**config.mk**
```make
export PLATFORM = sky130hd
export DESIGN_NAME = pulse_scheduler
export DESIGN_NICKNAME = d
export VERILOG_FILES = /design/src/rtl/pulse_scheduler.sv
export SDC_FILE = /design/constraint.sdc
export NUM_CORES = 1
export LEC_CHECK = 0
export CAP_MARGIN = 10
export CORE_UTILIZATION = 40
export DETAILED_ROUTE_END_ITERATION = 12
export GPL_TIMING_DRIVEN = 1
export HOLD_SLACK_MARGIN = 0.08
export PLACE_DENSITY_LB_ADDON = 0.08
export SYNTH_ARGS = -nofsm -noshare
export SYNTH_HDL_FRONTEND = slang
export SYNTH_SLANG_ARGS = --single-unit
```
**constraint.sdc**
```tcl
create_clock -name ps_clk -period 6.45 [get_ports ps_clk]
set_input_delay 0.9675 -clock ps_clk [delete_from_list [all_inputs] [get_ports ps_clk]]
set_output_delay 0.9675 -clock ps_clk [all_outputs]
set_load 0.05 [all_outputs]
```
**src/rtl/pulse_scheduler.sv**
```systemverilog
// pulse_scheduler
//   Sequences one burst of synchronizing pulses across NCH channels per
//   accepted start request. Per-channel delay/width/enable are latched on the
//   start, the burst length is derived from the enabled channels, every
//   channel window is timed from one shared counter, and re-triggering is
//   held off for GUARD cycles after the burst ends.
//
// Ports
//   ps_clk    system clock
//   ps_rst_n  asynchronous active-low reset
//   ps_start  start request level (only a rising transition is used)
//   ps_en     per-channel enable
//   ps_delay  channel i delay at [i*CW +: CW], in cycles
//   ps_width  channel i width at [i*CW +: CW], in cycles
//   ps_out    registered pulse outputs
//   ps_busy   high while calculating, running or in guard hold-off
//   ps_done   one-cycle pulse at burst end
//   ps_err    one-cycle pulse when an accepted start yields zero duration
module pulse_scheduler #(
  parameter int unsigned NCH   = 4,
  parameter int unsigned CW    = 16,
  parameter int unsigned GUARD = 1000
) (
  input  logic              ps_clk,
  input  logic              ps_rst_n,
  input  logic              ps_start,
  input  logic [NCH-1:0]    ps_en,
  input  logic [NCH*CW-1:0] ps_delay,
  input  logic [NCH*CW-1:0] ps_width,
  output logic [NCH-1:0]    ps_out,
  output logic              ps_busy,
  output logic              ps_done,
  output logic              ps_err
);

  localparam int unsigned IW = (NCH > 1) ? $clog2(NCH) : 1;
  localparam int unsigned GW = (GUARD > 1) ? $clog2(GUARD) : 1;
  localparam int unsigned TW = CW + 1;

  typedef enum logic [1:0] {
    ST_IDLE,
    ST_CALC,
    ST_RUN,
    ST_GUARD
  } state_t;

  state_t          state_q, state_nx;
  logic            s_d;
  logic            rise;

  logic [NCH-1:0]  en_q;
  logic [CW-1:0]   dly_q [NCH];
  logic [CW-1:0]   wid_q [NCH];
  logic [TW-1:0]   end_w [NCH];

  logic [IW-1:0]   idx_q;
  logic [TW-1:0]   total_q;
  logic [TW-1:0]   total_nx;
  logic [TW-1:0]   t_q;
  logic [GW-1:0]   gcnt_q;

  logic            calc_last;
  logic            cur_valid;
  logic            t_hit;

  logic [NCH-1:0]  out_nx;
  logic            busy_nx;
  logic            done_nx;
  logic            err_nx;

  assign rise      = ps_start & ~s_d;
  assign calc_last = (idx_q == IW'(NCH - 1));
  assign t_hit     = (t_q == total_q);

  // Channel end times are one bit wider than the fields, so delay+width
  // can never wrap.
  always_comb begin
    for (int unsigned i = 0; i < NCH; i++) begin
      end_w[i] = {1'b0, dly_q[i]} + {1'b0, wid_q[i]};
    end
  end

  // Running maximum including the channel examined this cycle; used both to
  // update total and to decide error vs. run on the last channel.
  always_comb begin
    cur_valid = en_q[idx_q] & (wid_q[idx_q] != '0);
    total_nx  = total_q;
    if (cur_valid && (end_w[idx_q] > total_q)) begin
      total_nx = end_w[idx_q];
    end
  end

  // State register
  always_ff @(posedge ps_clk or negedge ps_rst_n) begin
    if (!ps_rst_n) begin
      state_q <= ST_IDLE;
    end else begin
      state_q <= state_nx;
    end
  end

  // Next-state logic
  always_comb begin
    state_nx = state_q;
    case (state_q)
      ST_IDLE:  if (rise) state_nx = ST_CALC;
      ST_CALC:  if (calc_last) state_nx = (total_nx == '0) ? ST_IDLE : ST_RUN;
      ST_RUN:   if (t_hit) state_nx = ST_GUARD;
      ST_GUARD: if (gcnt_q == '0) state_nx = ST_IDLE;
      default:  state_nx = ST_IDLE;
    endcase
  end

  // Output logic (next values of the registered outputs)
  always_comb begin
    out_nx  = '0;
    done_nx = 1'b0;
    err_nx  = 1'b0;
    busy_nx = (state_nx != ST_IDLE);
    if (state_q == ST_RUN) begin
      if (t_hit) begin
        done_nx = 1'b1;
      end else begin
        for (int unsigned i = 0; i < NCH; i++) begin
          out_nx[i] = en_q[i] & (wid_q[i] != '0) &
                      (t_q >= {1'b0, dly_q[i]}) & (t_q < end_w[i]);
        end
      end
    end
    if ((state_q == ST_CALC) && calc_last && (total_nx == '0)) begin
      err_nx = 1'b1;
    end
  end

  always_ff @(posedge ps_clk or negedge ps_rst_n) begin
    if (!ps_rst_n) begin
      ps_out  <= '0;
      ps_busy <= 1'b0;
      ps_done <= 1'b0;
      ps_err  <= 1'b0;
    end else begin
      ps_out  <= out_nx;
      ps_busy <= busy_nx;
      ps_done <= done_nx;
      ps_err  <= err_nx;
    end
  end

  // Datapath: edge detector, shadow configuration, duration and timers.
  // s_d resets high so a start already asserted at reset release is ignored.
  always_ff @(posedge ps_clk or negedge ps_rst_n) begin
    if (!ps_rst_n) begin
      s_d     <= 1'b1;
      en_q    <= '0;
      idx_q   <= '0;
      total_q <= '0;
      t_q     <= '0;
      gcnt_q  <= '0;
      for (int unsigned i = 0; i < NCH; i++) begin
        dly_q[i] <= '0;
        wid_q[i] <= '0;
      end
    end else begin
      s_d <= ps_start;
      case (state_q)
        ST_IDLE: begin
          if (rise) begin
            en_q    <= ps_en;
            total_q <= '0;
            idx_q   <= '0;
            for (int unsigned i = 0; i < NCH; i++) begin
              dly_q[i] <= ps_delay[i*CW +: CW];
              wid_q[i] <= ps_width[i*CW +: CW];
            end
          end
        end
        ST_CALC: begin
          total_q <= total_nx;
          idx_q   <= idx_q + IW'(1);
          if (calc_last) begin
            t_q <= '0;
          end
        end
        ST_RUN: begin
          t_q <= t_q + TW'(1);
          if (t_hit) begin
            gcnt_q <= GW'(GUARD - 1);
          end
        end
        ST_GUARD: begin
          if (gcnt_q != '0) begin
            gcnt_q <= gcnt_q - GW'(1);
          end
        end
        default: ;
      endcase
    end
  end

endmodule

```
==> results.yml, run 1 <==
critical_path:
  r2r_slack_ns: 0.86
  crit_slowest_cell: "a2111o_1"
  end_kind: "flip-flop"
  cp_max_fo: 8
  worstRegToRegCells: 21
  crit_arrival_ns: 5.94
  crit_required_ns: 6.80
  r2r-start: "dly_q[32]"
  slowest_delay_ns: 0.47
  start_kind: "flip-flop"
  rr_endpoint: "ps_busy"
  cp_cell_sequence: "ha_1, fa_1, a21o_1, a21oi_2, o221ai_2, a31oi_1, nor2_1, xnor2_1, a221o_1, a21o_1, inv_1, ha_1, nand4_1, nor3_1, a221o_1, o221ai_1, nor3_1, nand4b_1, o41ai_2, o2111ai_1, a2111o_1"
  crit_type: "reg -> reg"
die:
  ios: 142
  die_w_um: 193
  initial_core_util: 0.408
  core_area_um2: 35700
  dieArea_um2: 37100
  rows: 69
  die_y_um: 193
global_routing:
  gr-usage-met1: 0.373
  grtUsageTotal: 0.266
  grt_busiest_layer: "met2"
  grt_pass1_wl_um: 73500
  met3_usage: 0.0529
  antenna_found_initial: 0
  grt_max_degree: 203
  grtUsageMet2: 0.410
  grt_pass1_vias: 12562
  overflow: 0
logic_synthesis:
  yosys_register_bits: 188
  synth-edff-count: 0
  ys_warn_count: 0
  netlist_instances: 1704
  synth_area_per_cell_um2: 8.53
  synthXorXnorAreaFrac: 0.0524
  yosys.area_share.simple: 0.202
  synth_compound_area_frac: 0.188
  synthArstFlopShare: 1.00
  postSynthNetCount: 2055
  synth_seq_area_share: 0.324
  ys.flop_type: "dfrtp_1"
  synthMuxAreaShare: 0.00594
  synth_fa_ha_area_frac: 0.188
  syn-cell-area_um2: 14500
  synth_top_family_by_area: "simple AND/OR/NAND/NOR gates"
  ys_types: 82
timing:
  fin_crit_ns: 5.59
  fin_crit_sh: 0.867
  setup_viol: 0
  relSlewSlack: 0.358
  drv_slew: 0
  worst_pin_slew_ns: 0.963
  hold_viol: 0
  fmax_ghz: 0.179
  rsz0062_at_grt: "no"
  setup_tns_ns: 0
  fin_skew_ns: 0.0118
cts:
  cts_buffers: 17
  cts_tree: "built"
  clkTransAtPathRegs_ns: 0.08
  cts_resized: 0
  clkLatencyLatePin_ns: 0.46
  root_buffer: "clkbuf_16"
  clockBufferDepth: 2
  h-tree-depth: 4
  hold_buffers: 0
  cts_num_sinks: 188
  post_cts_buffers: 0
drt:
  wl_um: 47800
  wl_per_cell_um: 20.8
  vias: 12936
  drtAntennaViolNets: 0
  drtIter0Drc: 866
  viasPerCell: 5.62
  dr.pass1.iters: 5
  drcViolationCount: 0
final_layout:
  diodes: 0
  layout_common_cells: "nand2_1, ha_1, dfrtp_1"
  drive_gt1_frac: 0.0451
  area_growth_pct: 17.3
  post-route-util: 0.478
  finalNetCount: 2178
  final_common_cell: "nand2_1"
  stdcell_area_um2: 17000
  stdcell_count: 2301
hold_path:
  hold_path_class: "in -> async"
pwr:
  p_leak_nw: 8.40
  internal_power_mw: 4.73
  vdd_drop_max_uv: 269
  power.density_nw_per_um2: 561
  p_comb_frac: 0.679
  power_frac_seq: 0.208
  swShare: 0.505
  switching_power_mw: 4.82
  clkPwrFrac: 0.114
flow_run:
  drv_cap: 0
run_status:
  status: "complete, no violations"
placement:
  portBuffers: 141
  dp_cells: 2269
  hpwlAfterDp_um: 36000
  placed_cell_area_um2: 16500
  gp_congestion: 0.946
## flip-flops by register name, summed over array words and instances (netlist names)
signal,flops
dly_q,64
en_q,4
gcnt_q,10
idx_q,2
ps_busy,1
ps_done,1
ps_err,1
ps_out,4
s_d,1
state_q,2
t_q,17
total_q,17
wid_q,64
## how the worst max path moves through the flow
stage,cells past startpoint,from,end,slack [ns]
floorplan,20,dly_q[32],ps_busy,1.61
global placement,21,dly_q[32],ps_busy,1.09
detailed placement,20,dly_q[32],ps_busy,0.92
CTS,21,dly_q[32],ps_busy,0.89
global route,20,dly_q[32],ps_busy,0.50
finish,21,dly_q[32],ps_busy,0.86
## power groups by stage
stage                     clock, mW  combinational [mW]  sequential (mW)
after global routing           1.16                7.21             2.04
after floorplan                   0                4.62             1.86
after CTS                      1.11                6.45             1.98
after global placement            0                6.33             1.99
after detailed placement          0                6.41             2.00
final                          1.09                6.49             1.98
## synthesized netlist by cell type, types with 4 or more instances
cell type / instances / area share
a2111oi_0: 4 / 0.0024
a211o_1: 7 / 0.0042
a211oi_1: 14 / 0.0072
a21o_1: 57 / 0.029
a21oi_1: 83 / 0.029
a22o_1: 7 / 0.0042
a31oi_1: 6 / 0.0026
and2_1: 7 / 0.0030
and3_1: 13 / 0.0056
and4_1: 7 / 0.0042
clkbuf_1: 49 / 0.013
dfrtp_1: 187 / 0.32
fa_1: 4 / 0.0055
ha_1: 212 / 0.18
inv_1: 99 / 0.026
nand2_1: 365 / 0.094
nand2b_1: 18 / 0.0077
nand3_1: 34 / 0.012
nand4_1: 31 / 0.013
nor2_1: 72 / 0.019
nor2b_1: 19 / 0.0082
nor3_1: 25 / 0.0086
nor4_1: 26 / 0.011
o211ai_1: 6 / 0.0031
o21a_1: 19 / 0.0098
o21ai_0: 118 / 0.041
o21ai_1: 5 / 0.0017
o21bai_1: 5 / 0.0026
o22ai_1: 11 / 0.0047
o31ai_1: 11 / 0.0057
or2_2: 7 / 0.0030
or3_1: 4 / 0.0017
xnor2_1: 44 / 0.027
xor2_1: 43 / 0.026
## critical path, delay by kind of cell (launching register included)
family / cells / cell delay [ns]
AO/OA/AOI/OAI: 11 / 2.67
XOR/XNOR: 1 / 0.36
adder cells (fa/ha/maj): 3 / 0.98
buffers and inverters: 1 / 0.06
flip-flops: 1 / 0.40
AND/OR/NAND/NOR: 5 / 0.99
## area by class of cell
| cell class | instances | area [µm²] |
|---|---|---|
| Sequential cell | 188 | 4710 |
| Clock inverter | 15 | 155 |
| Clock buffer | 17 | 425 |
| Multi-Input combinational cell | 1365 | 9260 |
| Fill cell | 3535 | 18600 |
| Tap cell | 461 | 577 |
| Timing Repair Buffer | 156 | 1550 |
| Inverter | 99 | 372 |
## per-stage QoR
stage                     worst slack, ns  hold slack, ns  power [mW]
after floorplan                      1.61           0.462        6.49
after global placement               1.09           0.486        8.32
after detailed placement            0.923           0.501        8.41
after CTS                           0.893           0.519        9.54
after global routing                0.496           0.540        10.4
final                               0.857           0.513        9.56
## cell families after synthesis
logic type      count (synthesis)
simple gates                  647
compound gates                409
fa+ha+maj                     216
flops                         188
buf+inv                       151
xor+xnor                       87
mux                             6
## per-layer routing
metal / share of wire / wire [µm]
met5: 0 / 0
met4: 0.023 / 1110
met1: 0.48 / 22900
met3: 0.056 / 2680
met2: 0.44 / 21100
No activity file was read; power rests on OpenSTA's default activity.
==> run 2, diff against run 1 <==
CORE_UTILIZATION = 54   (was 40)
clock period = 6.9 ns   (was 6.45 ns; I/O delays follow)
==> results.yml, run 2 (same netlist as run 1, synthesis figures left out) <==
run_status:
  status: "finished with violations"
  violations: "DRC"
timing:
  fin_crit_sh: 0.826
  setup_viol: 0
  hold_viol: 0
  fin_crit_ns: 5.70
  relSlewSlack: 0.287
  fmax_ghz: 0.175
  rsz0062_at_grt: "no"
  worst_pin_slew_ns: 1.07
  setup_tns_ns: 0
  fin_skew_ns: 0.0166
  drv_slew: 0
global_routing:
  grtUsageTotal: 0.333
  grt_pass1_vias: 12900
  antenna_found_initial: 1
  grt_pass1_wl_um: 71200
  grt_max_degree: 203
  overflow: 0
cts:
  clockBufferDepth: 2
  cts_buffers: 17
  hold_buffers: 0
  post_cts_buffers: 0
  h-tree-depth: 4
  cts_num_sinks: 188
  root_buffer: "clkbuf_16"
  cts_resized: 0
  cts_tree: "built"
  clkLatencyLatePin_ns: 0.46
  clkTransAtPathRegs_ns: 0.08
drt:
  dr.pass1.iters: 9
  wl_um: 45000
  wl_per_cell_um: 20.7
  vias: 13241
  drtIter0Drc: 1006
  viasPerCell: 6.10
  drtAntennaViolNets: 0
  drcViolationCount: 2
flow_run:
  drv_cap: 0
pwr:
  clkPwrFrac: 0.123
  power_mw: 9.02
  power_frac_seq: 0.207
  vdd_drop_max_uv: 246
  internal_power_mw: 4.48
  swShare: 0.504
  switching_power_mw: 4.55
  power.density_nw_per_um2: 533
  p_comb_frac: 0.671
  p_leak_nw: 8.42
final_layout:
  final_common_cell: "nand2_1"
  top_regs: "dly_q: 64 flops, wid_q: 64 flops"
  post-route-util: 0.646
  drive_gt1_frac: 0.0435
  area_growth_pct: 16.4
  seqCellArea_um2: 4710
  finalNetCount: 2175
  multi_input_area_um2: 9260
  fill_cells: 2344
  stdcell_count: 2172
  stdcell_area_um2: 16900
  layout_common_cells: "nand2_1, ha_1, dfrtp_1"
  diodes: 0
die:
  ios: 142
  die_y_um: 166
  die_w_um: 166
  dieArea_um2: 27600
  rows: 59
  initial_core_util: 0.555
  core_area_um2: 26200
critical_path:
  start_kind: "flip-flop"
  slowest_delay_ns: 0.47
  cp_cell_sequence: "ha_1, fa_1, a21o_1, a21oi_2, o221ai_2, a221oi_2, xor2_1, o22ai_1, or2_2, ha_1, nand2_1, o21ai_0, nor2_1, a211oi_1, o221ai_1, nor3_1, nand4b_1, o41ai_2, o2111ai_1, a2111o_1"
  rr_endpoint: "ps_busy"
  r2r-start: "dly_q[32]"
  setup.worst_path.start: "dly_q[32]"
  worstRegToRegCells: 20
  cp_common_cell: "ha_1"
  critPathCapture: "ps_busy"
  crit_arrival_ns: 6.04
  end_kind: "flip-flop"
  cp_max_fo: 8
  crit_type: "reg -> reg"
  r2r_slack_ns: 1.20
  crit_required_ns: 7.24
  crit_slowest_cell: "a2111o_1"
hold_path:
  hold_path_class: "reg -> reg"
placement:
  portBuffers: 141
  gp_congestion: 1.03
  hpwlAfterDp_um: 33600
  dp_cells: 2140
  placed_cell_area_um2: 16300
==> run 2: worst max-delay path: cells and delay by family, from the launching register on <==
| kind | cells | cell delay (ns) |
|---|---|---|
| and+or+nand+nor | 5 | 0.90 |
| xor gates and xnor gates | 1 | 0.27 |
| AOI/OAI and AO/OA | 11 | 3.00 |
| DFF | 1 | 0.40 |
| adders and majority gates | 3 | 1.03 |
==> run 2: how the worst min path moves through the flow <==
stage,startpoint,endpoint,slack [ns],cells past startpoint
2_1_floorplan,gcnt_q[0],gcnt_q[0],0.46,1
3_3_place_gp,gcnt_q[0],gcnt_q[0],0.49,1
3_5_place_dp,wid_q[41],wid_q[41],0.50,2
4_1_cts,wid_q[26],wid_q[26],0.52,2
5_1_grt,wid_q[26],wid_q[26],0.53,2
6_report,gcnt_q[0],gcnt_q[0],0.51,1
==> run 2: final cells by class <==
class,instances,area share
multi-input combinational,1365,0.547
timing repair buffer,153,0.0897
clock inverter,15,0.0128
inverter,99,0.0220
tap,335,0.0248
sequential,188,0.278
clock buffer,17,0.0251
==> run 2: power by group through the flow <==
| stage | Clock, mW | Sequential (mW) | Combinational (mW) |
|---|---|---|---|
| global placement | 0 | 1.86 | 5.78 |
| CTS | 1.13 | 1.86 | 5.93 |
| floorplan | 0 | 1.74 | 4.32 |
| finish | 1.11 | 1.86 | 6.05 |
| detailed placement | 0 | 1.87 | 5.89 |
| global route | 1.16 | 1.91 | 6.68 |
==> run 2: through the flow <==
| step | setup slack [ns] | hold WS (ns) |
|---|---|---|
| final | 1.20 | 0.513 |
| after global routing | 0.882 | 0.527 |
| after CTS | 1.37 | 0.519 |
| after global placement | 1.52 | 0.489 |
| after floorplan | 2.06 | 0.462 |
| after detailed placement | 1.38 | 0.495 |
==> run 2: routing by layer <==
layer / global-route usage / share of wire
met1: 0.456 / 0.44
met2: 0.528 / 0.45
met3: 0.0612 / 0.077
met4: 0.114 / 0.031
met5: 0 / 0
